<file path="src/rtl/fft_uart_tx.sv">
// fft_uart_tx
// Result-return path of the FFT. It collects one frame of N complex output
// samples into two byte RAMs (real and imaginary). Each sample is shifted
// right arithmetically and saturated to a signed byte. The frame is then sent
// over an 8N1 UART, LSB first: the N real bytes in natural index order,
// followed by the N imaginary bytes.
//
// Ports
//   clk     system clock, rising edge
//   rst     synchronous active-high reset
//   Re_i    signed real part of the FFT output sample
//   Im_i    signed imaginary part of the FFT output sample
//   addr_i  natural-order frequency index of the sample
//   en_i    sample valid, one sample per cycle
//   tx_o    UART serial output, idle high
//   busy_o  high from the first accepted sample until the frame completes
//   done_o  one-cycle pulse after the last stop bit
module fft_uart_tx #(
  parameter int              bit_width = 32,
  parameter int              N         = 16,
  parameter int              SIZE      = 4,
  parameter int              SHIFT     = 6,
  parameter logic [15:0]     t_1_bit   = 16'd5207
) (
  input  logic                        clk,
  input  logic                        rst,
  input  logic signed [bit_width-1:0] Re_i,
  input  logic signed [bit_width-1:0] Im_i,
  input  logic        [SIZE-1:0]      addr_i,
  input  logic                        en_i,
  output logic                        tx_o,
  output logic                        busy_o,
  output logic                        done_o
);

  typedef enum logic [2:0] {IDLE, COLLECT, LOAD, START, DATA, STOP, DONE} state_t;

  localparam logic [15:0]                BAUD_LAST = t_1_bit - 16'd1;
  localparam logic [SIZE:0]              LAST_CNT  = (SIZE+1)'(N - 1);
  localparam logic signed [bit_width-1:0] S8_MAX   = bit_width'(127);
  localparam logic signed [bit_width-1:0] S8_MIN   = bit_width'(-128);

  state_t        state_q;
  logic          tx_q;
  logic          busy_q;
  logic          done_q;
  logic [SIZE:0] count_q;
  logic [SIZE:0] rd_idx_q;
  logic [15:0]   baud_q;
  logic [2:0]    bit_q;
  logic [7:0]    byte_q;
  logic [7:0]    mem_re_q [N];
  logic [7:0]    mem_im_q [N];
  logic          wr_en;

  function automatic logic [7:0] sat8(input logic signed [bit_width-1:0] x);
    logic signed [bit_width-1:0] s;
    s = x >>> SHIFT;
    if (s > S8_MAX)      return 8'h7F;
    else if (s < S8_MIN) return 8'h80;
    else                 return s[7:0];
  endfunction

  // N is a power of two, so the top index bit selects the Im RAM and the low
  // bits are already idx-N for the second half.
  function automatic logic [7:0] rd_byte(input logic [SIZE:0] idx);
    if (idx[SIZE]) return mem_im_q[idx[SIZE-1:0]];
    else           return mem_re_q[idx[SIZE-1:0]];
  endfunction

  // Samples are only accepted while the frame is still being collected.
  assign wr_en = en_i && ((state_q == IDLE) || (state_q == COLLECT));

  always_ff @(posedge clk) begin
    if (wr_en) begin
      mem_re_q[addr_i] <= sat8(Re_i);
      mem_im_q[addr_i] <= sat8(Im_i);
    end
  end

  always_ff @(posedge clk) begin
    if (rst) begin
      state_q  <= IDLE;
      tx_q     <= 1'b1;
      busy_q   <= 1'b0;
      done_q   <= 1'b0;
      count_q  <= '0;
      rd_idx_q <= '0;
      baud_q   <= '0;
      bit_q    <= '0;
    end else begin
      done_q <= 1'b0;
      case (state_q)
        IDLE: begin
          tx_q     <= 1'b1;
          busy_q   <= 1'b0;
          count_q  <= '0;
          rd_idx_q <= '0;
          baud_q   <= '0;
          bit_q    <= '0;
          if (en_i) begin
            busy_q  <= 1'b1;
            count_q <= (SIZE+1)'(1);
            state_q <= (N == 1) ? LOAD : COLLECT;
          end
        end
        COLLECT: begin
          if (en_i) begin
            count_q <= count_q + 1'b1;
            if (count_q == LAST_CNT) state_q <= LOAD;
          end
        end
        LOAD: begin
          byte_q  <= rd_byte(rd_idx_q);
          tx_q    <= 1'b0;
          baud_q  <= '0;
          state_q <= START;
        end
        START: begin
          if (baud_q == BAUD_LAST) begin
            baud_q  <= '0;
            bit_q   <= '0;
            tx_q    <= byte_q[0];
            byte_q  <= byte_q >> 1;
            state_q <= DATA;
          end else begin
            baud_q <= baud_q + 16'd1;
          end
        end
        DATA: begin
          if (baud_q == BAUD_LAST) begin
            baud_q <= '0;
            if (bit_q == 3'd7) begin
              tx_q    <= 1'b1;
              state_q <= STOP;
            end else begin
              bit_q  <= bit_q + 3'd1;
              tx_q   <= byte_q[0];
              byte_q <= byte_q >> 1;
            end
          end else begin
            baud_q <= baud_q + 16'd1;
          end
        end
        STOP: begin
          // Next byte is fetched while the stop bit is on the line so the
          // following start bit can begin without a gap.
          byte_q <= rd_byte(rd_idx_q + 1'b1);
          if (baud_q == BAUD_LAST) begin
            baud_q <= '0;
            if (&rd_idx_q) begin
              done_q  <= 1'b1;
              state_q <= DONE;
            end else begin
              rd_idx_q <= rd_idx_q + 1'b1;
              tx_q     <= 1'b0;
              state_q  <= START;
            end
          end else begin
            baud_q <= baud_q + 16'd1;
          end
        end
        DONE: begin
          busy_q  <= 1'b0;
          state_q <= IDLE;
        end
        default: state_q <= IDLE;
      endcase
    end
  end

  assign tx_o   = tx_q;
  assign busy_o = busy_q;
  assign done_o = done_q;

endmodule

</file>
<file path="config.mk">
export PLATFORM = sky130hd
export DESIGN_NAME = fft_uart_tx
export DESIGN_NICKNAME = d
export VERILOG_FILES = /design/src/rtl/fft_uart_tx.sv
export SDC_FILE = /design/constraint.sdc
export NUM_CORES = 1
export LEC_CHECK = 0
export ABC_AREA = 1
export CORE_ASPECT_RATIO = 1.2
export CORE_MARGIN = 4
export CORE_UTILIZATION = 42
export DETAILED_ROUTE_END_ITERATION = 10
export PLACE_DENSITY = 0.66
export SYNTH_ARGS = -nofsm -noshare
export SYNTH_HDL_FRONTEND = slang
export SYNTH_SLANG_ARGS = --single-unit
</file>
<file path="constraint.sdc">
create_clock -name clk -period 3.45 [get_ports clk]
set_input_delay 0.8625 -clock clk [delete_from_list [all_inputs] [get_ports clk]]
set_output_delay 0.8625 -clock clk [all_outputs]
set_load 0.005 [all_outputs]
</file>
Word-level counts from Yosys, hierarchy flattened:

Memories as Yosys holds them, arrays and structs flattened. A register that Yosys moved wholly into a read port is not among the register bits.
Cells that the tools add are included.

* latch bits: 0
* memory bits (read-only): 0
* memories: 2
* register bits after elaboration: 43
* bits of input ports: 71
* memory bits (writable): 256

Memories
* mem_im_q: depth 16, bits a word 8, read ports 2, clocked after memory_dff 1, wr ports 1, line 53 `logic [7:0] mem_im_q [N];`
* mem_re_q: depth 16, bits a word 8, read ports 2, clocked after memory_dff 1, wr ports 1, line 52 `logic [7:0] mem_re_q [N];`

* muxes and demuxes: 48
* $add $sub $neg: 4
* divide/modulo/power cells: 0
* reductions and logical operators: 20
* eq/ne operators: 18
* bitwise operators: 3
* multipliers: 0
* shifts and indexed selects: 0
* order comparisons: 4

Operators by type and width (number)
* $mux W8: 11
* $gt A26 B8 Y1 const B: 2
* $lt A26 B8 Y1 const B: 2
* $mux W3: 11
* $pmux W16 S2: 1
* $pmux W8 S4: 1
* $pmux W5 S2: 2
* $pmux W3 S6: 1
* $add A16 B1 Y16 const B: 1
* $eq A16 B13 Y1 const B: 1
* $mux W16: 1
* $mux W4: 4
* $ne A2 B2 Y1 const B: 8
* $mux W5: 3
* $reduce_and A5 Y1: 3
* $eq A3 B3 Y1 const B: 4
* $add A5 B1 Y5 const B: 2
* $mux W1: 10
* $pmux W3 S3: 1
* $reduce_bool A2 Y1: 4
* $reduce_and A7 Y1: 1
* $eq A3 B2 Y1 const B: 2
* $reduce_or A3 Y1: 2
* $eq A5 B4 Y1 const B: 1
* other kinds (16): 18

Longest topological paths before layout:

* depth in word-level cells: 6
* mapped depth: 14
* mapped depth without buffers: 11

Worst setup path after synthesis:

OpenSTA, ideal clock, no wires.

* kind: input to register
* start point: input en_i
* end point: memory mem_im_q[10][0], enable pin
* required time: 3062 ps
* path slack: 1069 ps
* stages: 6
* arrival: 1993 ps
* buffers on the path: 0
* path through: inv_1 nor2_1 inv_1 nand2_1 nand3_1 nor2_1

* word-level cells in the longest chain between the ends: 3

Ends and longest elaborated chain
* from (decl): line 30 `input logic en_i,`
* $logic_and A1 B1 Y1: line 72 `assign wr_en = en_i && ((state_q == IDLE) || (state_q == COLLECT));`
* $mux W1: line 75 `if (wr_en) begin`
* $mux W1 (not written as such): line 77 `mem_im_q[addr_i] <= sat8(Im_i);`
* to (decl): line 53

Every way passes these cells.

Worst setup path after layout:

* start point: input en_i
* end point: memory mem_re_q[11][0], enable pin

* word-level cells in the longest chain between the ends: 3

Ends and longest elaborated chain
* $logic_and A1 B1 Y1: line 72
* $mux W1: line 75
* $mux W1 (not written as such): line 76 `mem_re_q[addr_i] <= sat8(Re_i);`
* to (decl): line 52

Every way passes these cells.

==> metrics.md <==
| Metric | Value |
|---|---|
| Post-CTS setup buffers | 0 |
| Post-Layout Cell Count | 2,460 |
| Fill count | 3,382 |
| Status | finished clean |
| Top Family by Delay on Critical Path | buffers and inverters |
| Die X | 185 um |
| Die Area | 41,000 sq um |
| Most frequent cell after synthesis | nand2_1 |
| Core area | 37,100 sq um |
| Setup crit end kind | register |
| Synth Cell Area | 15,900 sq um |
| Largest net degree at the start of global routing | 153 |
| Final hold vios | 0 |
| Core Util, Final | 49.2% |
| Routed WL per cell | 19.8 um |
| I/O Buffers | 61 |
| Post-synthesis net count | 2,006 |
| Clock Skew | 26.5 ps |
| Setup tns final | 0 ps |
| Psw | 0.00209 W |
| TritonCTS clock tree | built |
| I/O Pins | 74 |
| # rows | 77 |
| Clock Path Buffers | 3 |
| Global-route wire length before repair | 74,800 um |
| Clock latency on the worst-skew pair | 530 ps |
| Area Growth Syn to Fin | 14.9% |
| Post-Route WL | 48,600 um |
| Clock Power Share | 40.6% |
| Gate power share | 9.5% |
| Via count | 14,054 |
| Leak | 7.16 nW |
| Clock sinks | 303 |
| Worst Path Required | 3630 ps |
| Clk Tree Root Cell | clkbuf_16 |
| # placed instances | 2,399 |
| Design Power | 0.00844 W |
| CP Buf/Inv Count | 4 |
| Worst-margin pin slew | 1080 ps |
| Post-synthesis async set-or-reset flop share | 0% |
| Vias in the first global route | 13,738 |
| Peak supply drop | 421 uV |
| Max cap viols | 0 |
| Yosys cell types | 38 |
| CP max FO | 16 |
| GRT overflow | 0 |
| H-tree Lvls | 2 |
| EDFF count, synth | 264 |
| Arrival @ worst endpoint | 2660 ps |
| Worst r2r src | state_q[0] |
| Overall global routing resource usage | 23.3% |
| DP Area | 17,200 sq um |
| FF/Latch Area | 8720 sq um |
| CP startpoint | en_i |
| Clock transition at the registers of the reported paths | 60 ps |
| Antenna diodes | 0 |
| Post-synthesis sequential area ratio | 54.9% |
| CTS Buf Count | 34 |
| RePlAce Congestion | 0.837 |
| Top_reg_cell synth | edfxtp_1 |
| Share of layout cells above drive strength 1 | 7.30% |
| Int Power | 0.00635 W |
| Post-cts resize count | 0 |
| Setup crit start kind | primary input |
| Hold wc startpoint | bit_q[1] |
| Gate Count Post-Synth | 1,927 |
| Via/cell ratio | 5.71 |
| RSZ-0062 raised after global routing | no |
| Fin area | 18,200 sq um |
| Slowest stage cell, crit path | clkdlybuf4s50_1 |
| Final min period | 2480 ps |
| Top post-synthesis cells by area | edfxtp_1 50%, nand2_1 16%, nand3_1 12%, dfxtp_1 4.9%, inv_1 2.9% |
| Most Frequent Cell on Critical Path | inv_1 |
| Slew margin rel. | 28.0% |
| Initial antenna violation count | 0 |
| Nets | 2,040 |
| Hold/Removal Path Class | register to register |
| Final Setup Violations | 0 |
| Fmax achieved | 0.404 GHz |
| Top-area cell type share of the netlist area | 50.0% |
| Synth area leader | edfxtp_1 |
| Mean area per synthesized cell | 8.23 sq um |
| Switching fraction of total power | 24.8% |
| Initial Util | 42.8% |
| Power share of the sequential group | 49.9% |
| Synth cell count leaders | 694 x nand2_1, 394 x nand3_1, 264 x edfxtp_1 |
| Post-route ant nets | 0 |
| Kind of critical path | primary input to register |
| Multi-input logic area | 6200 sq um |
| Worst path max stage delay | 530 ps |
| Synthesized flop and latch total | 303 |
| Residual DRC | 0 |
| Dpl hpwl | 29,100 um |
| PwrDens | 463 nW/um^2 |
| Final Max Tran Viols | 0 |
| Warnings, synthesis | 0 |
| Die Ht | 221 um |
| Cts hold-fix bufs | 0 |
| Worst-path cell chain | clkdlybuf4s50_1, inv_1, nor2_1, inv_1, nand2_1, nand3_1, nor2_2, buf_4 |
| Iter 0 DRT Violations | 1,443 |
| Final worst path period share | 71.8% |
| First-pass iteration count of the detailed router | 8 |
path summary, 6_finish.rpt:
| kind | endpoint | slack (ps) | depth (start not counted) |
|---|---|---|---|
| worst max-delay path | mem_re_q[11][0] | 970 | 8 |
| worst min-delay path | bit_q[1] | 470 | 2 |
| worst max register to register | byte_q[5] | 1010 | 8 |
| worst min register to register | bit_q[1] | 470 | 2 |
routing by layer:
| metal | vias up | wire [um] | GRT usage [%] |
|---|---|---|---|
| met4 | 0 | 2580 | 12.0 |
| met5 | - | 0 | 0 |
| met2 | 772 | 23800 | 39.1 |
| met1 | 6573 | 17900 | 29.0 |
| met3 | 177 | 4380 | 3.24 |
| li1 | 6532 | - | - |
power groups by stage:
stage          logic (W)  registers, W  clock network [W]
2_1_floorplan   0.000465       0.00428                  0
3_3_place_gp    0.000781       0.00428                  0
3_5_place_dp    0.000802       0.00429                  0
4_1_cts         0.000805       0.00421            0.00347
5_1_grt         0.000895       0.00423            0.00363
6_report        0.000804       0.00421            0.00343
stage by stage:
step	setup WS [ps]	hold slack, ps
2_1_floorplan	1070	448
3_3_place_gp	483	460
3_5_place_dp	491	464
4_1_cts	1010	473
5_1_grt	845	497
6_report	972	471
sequential cells by signal, summed over array words and instances (netlist names), named ones only:
signal / count
mem_im_q: 128
mem_re_q: 128
baud_q: 16
byte_q: 8
count_q: 5
rd_idx_q: 5
bit_q: 3
state_q: 3
busy_o: 1
done_o: 1
tx_o: 1
worst reg2reg max path: cells and delay by family, from the launching register on:
family | cells | cell delay (ps)
buffers and inverters | 3 | 320
AND/OR/NAND/NOR | 5 | 1280
flip-flops | 1 | 450
logic make-up after synthesis:
| family | Yosys count | synth area share (%) |
|---|---|---|
| buffers and inverters | 245 | 6.44 |
| xor gates and xnor gates | 5 | 0.371 |
| adders and majority gates | 8 | 0.631 |
| and+or+nand+nor | 1239 | 33.3 |
| DFF | 303 | 54.9 |
| AOI/OAI and AO/OA | 127 | 4.32 |
area by class of cell:
class / instances / area share [%]
Tap cell: 474 / 3.25
Sequential cell: 303 / 47.8
Clock buffer: 43 / 4.97
Clock inverter: 18 / 0.714
Timing Repair Buffer: 109 / 6.49
Inverter: 134 / 2.77
Multi-Input combinational cell: 1379 / 34.0
cell usage in the layout (no fill, tap or decap), types with 2 or more instances in the layout:
cell type	count
a21oi_1	53
and2_1	2
and3_1	2
buf_12	17
buf_4	31
clkbuf_1	8
clkbuf_16	35
clkdlybuf4s50_1	61
clkinv_1	5
clkinv_2	8
clkinvlp_4	5
dfxtp_1	36
dfxtp_4	2
edfxtp_1	264
ha_1	7
inv_1	124
inv_2	7
nand2_1	694
nand2_2	4
nand3_1	394
nand4_1	15
nor2_1	80
nor2_2	18
nor2_4	3
nor3_1	11
nor4_1	7
o211ai_1	11
o21ai_0	55
o22ai_1	2
or2_0	2
or2_2	6
xor2_1	3
Power figures use the tool's default switching activity.
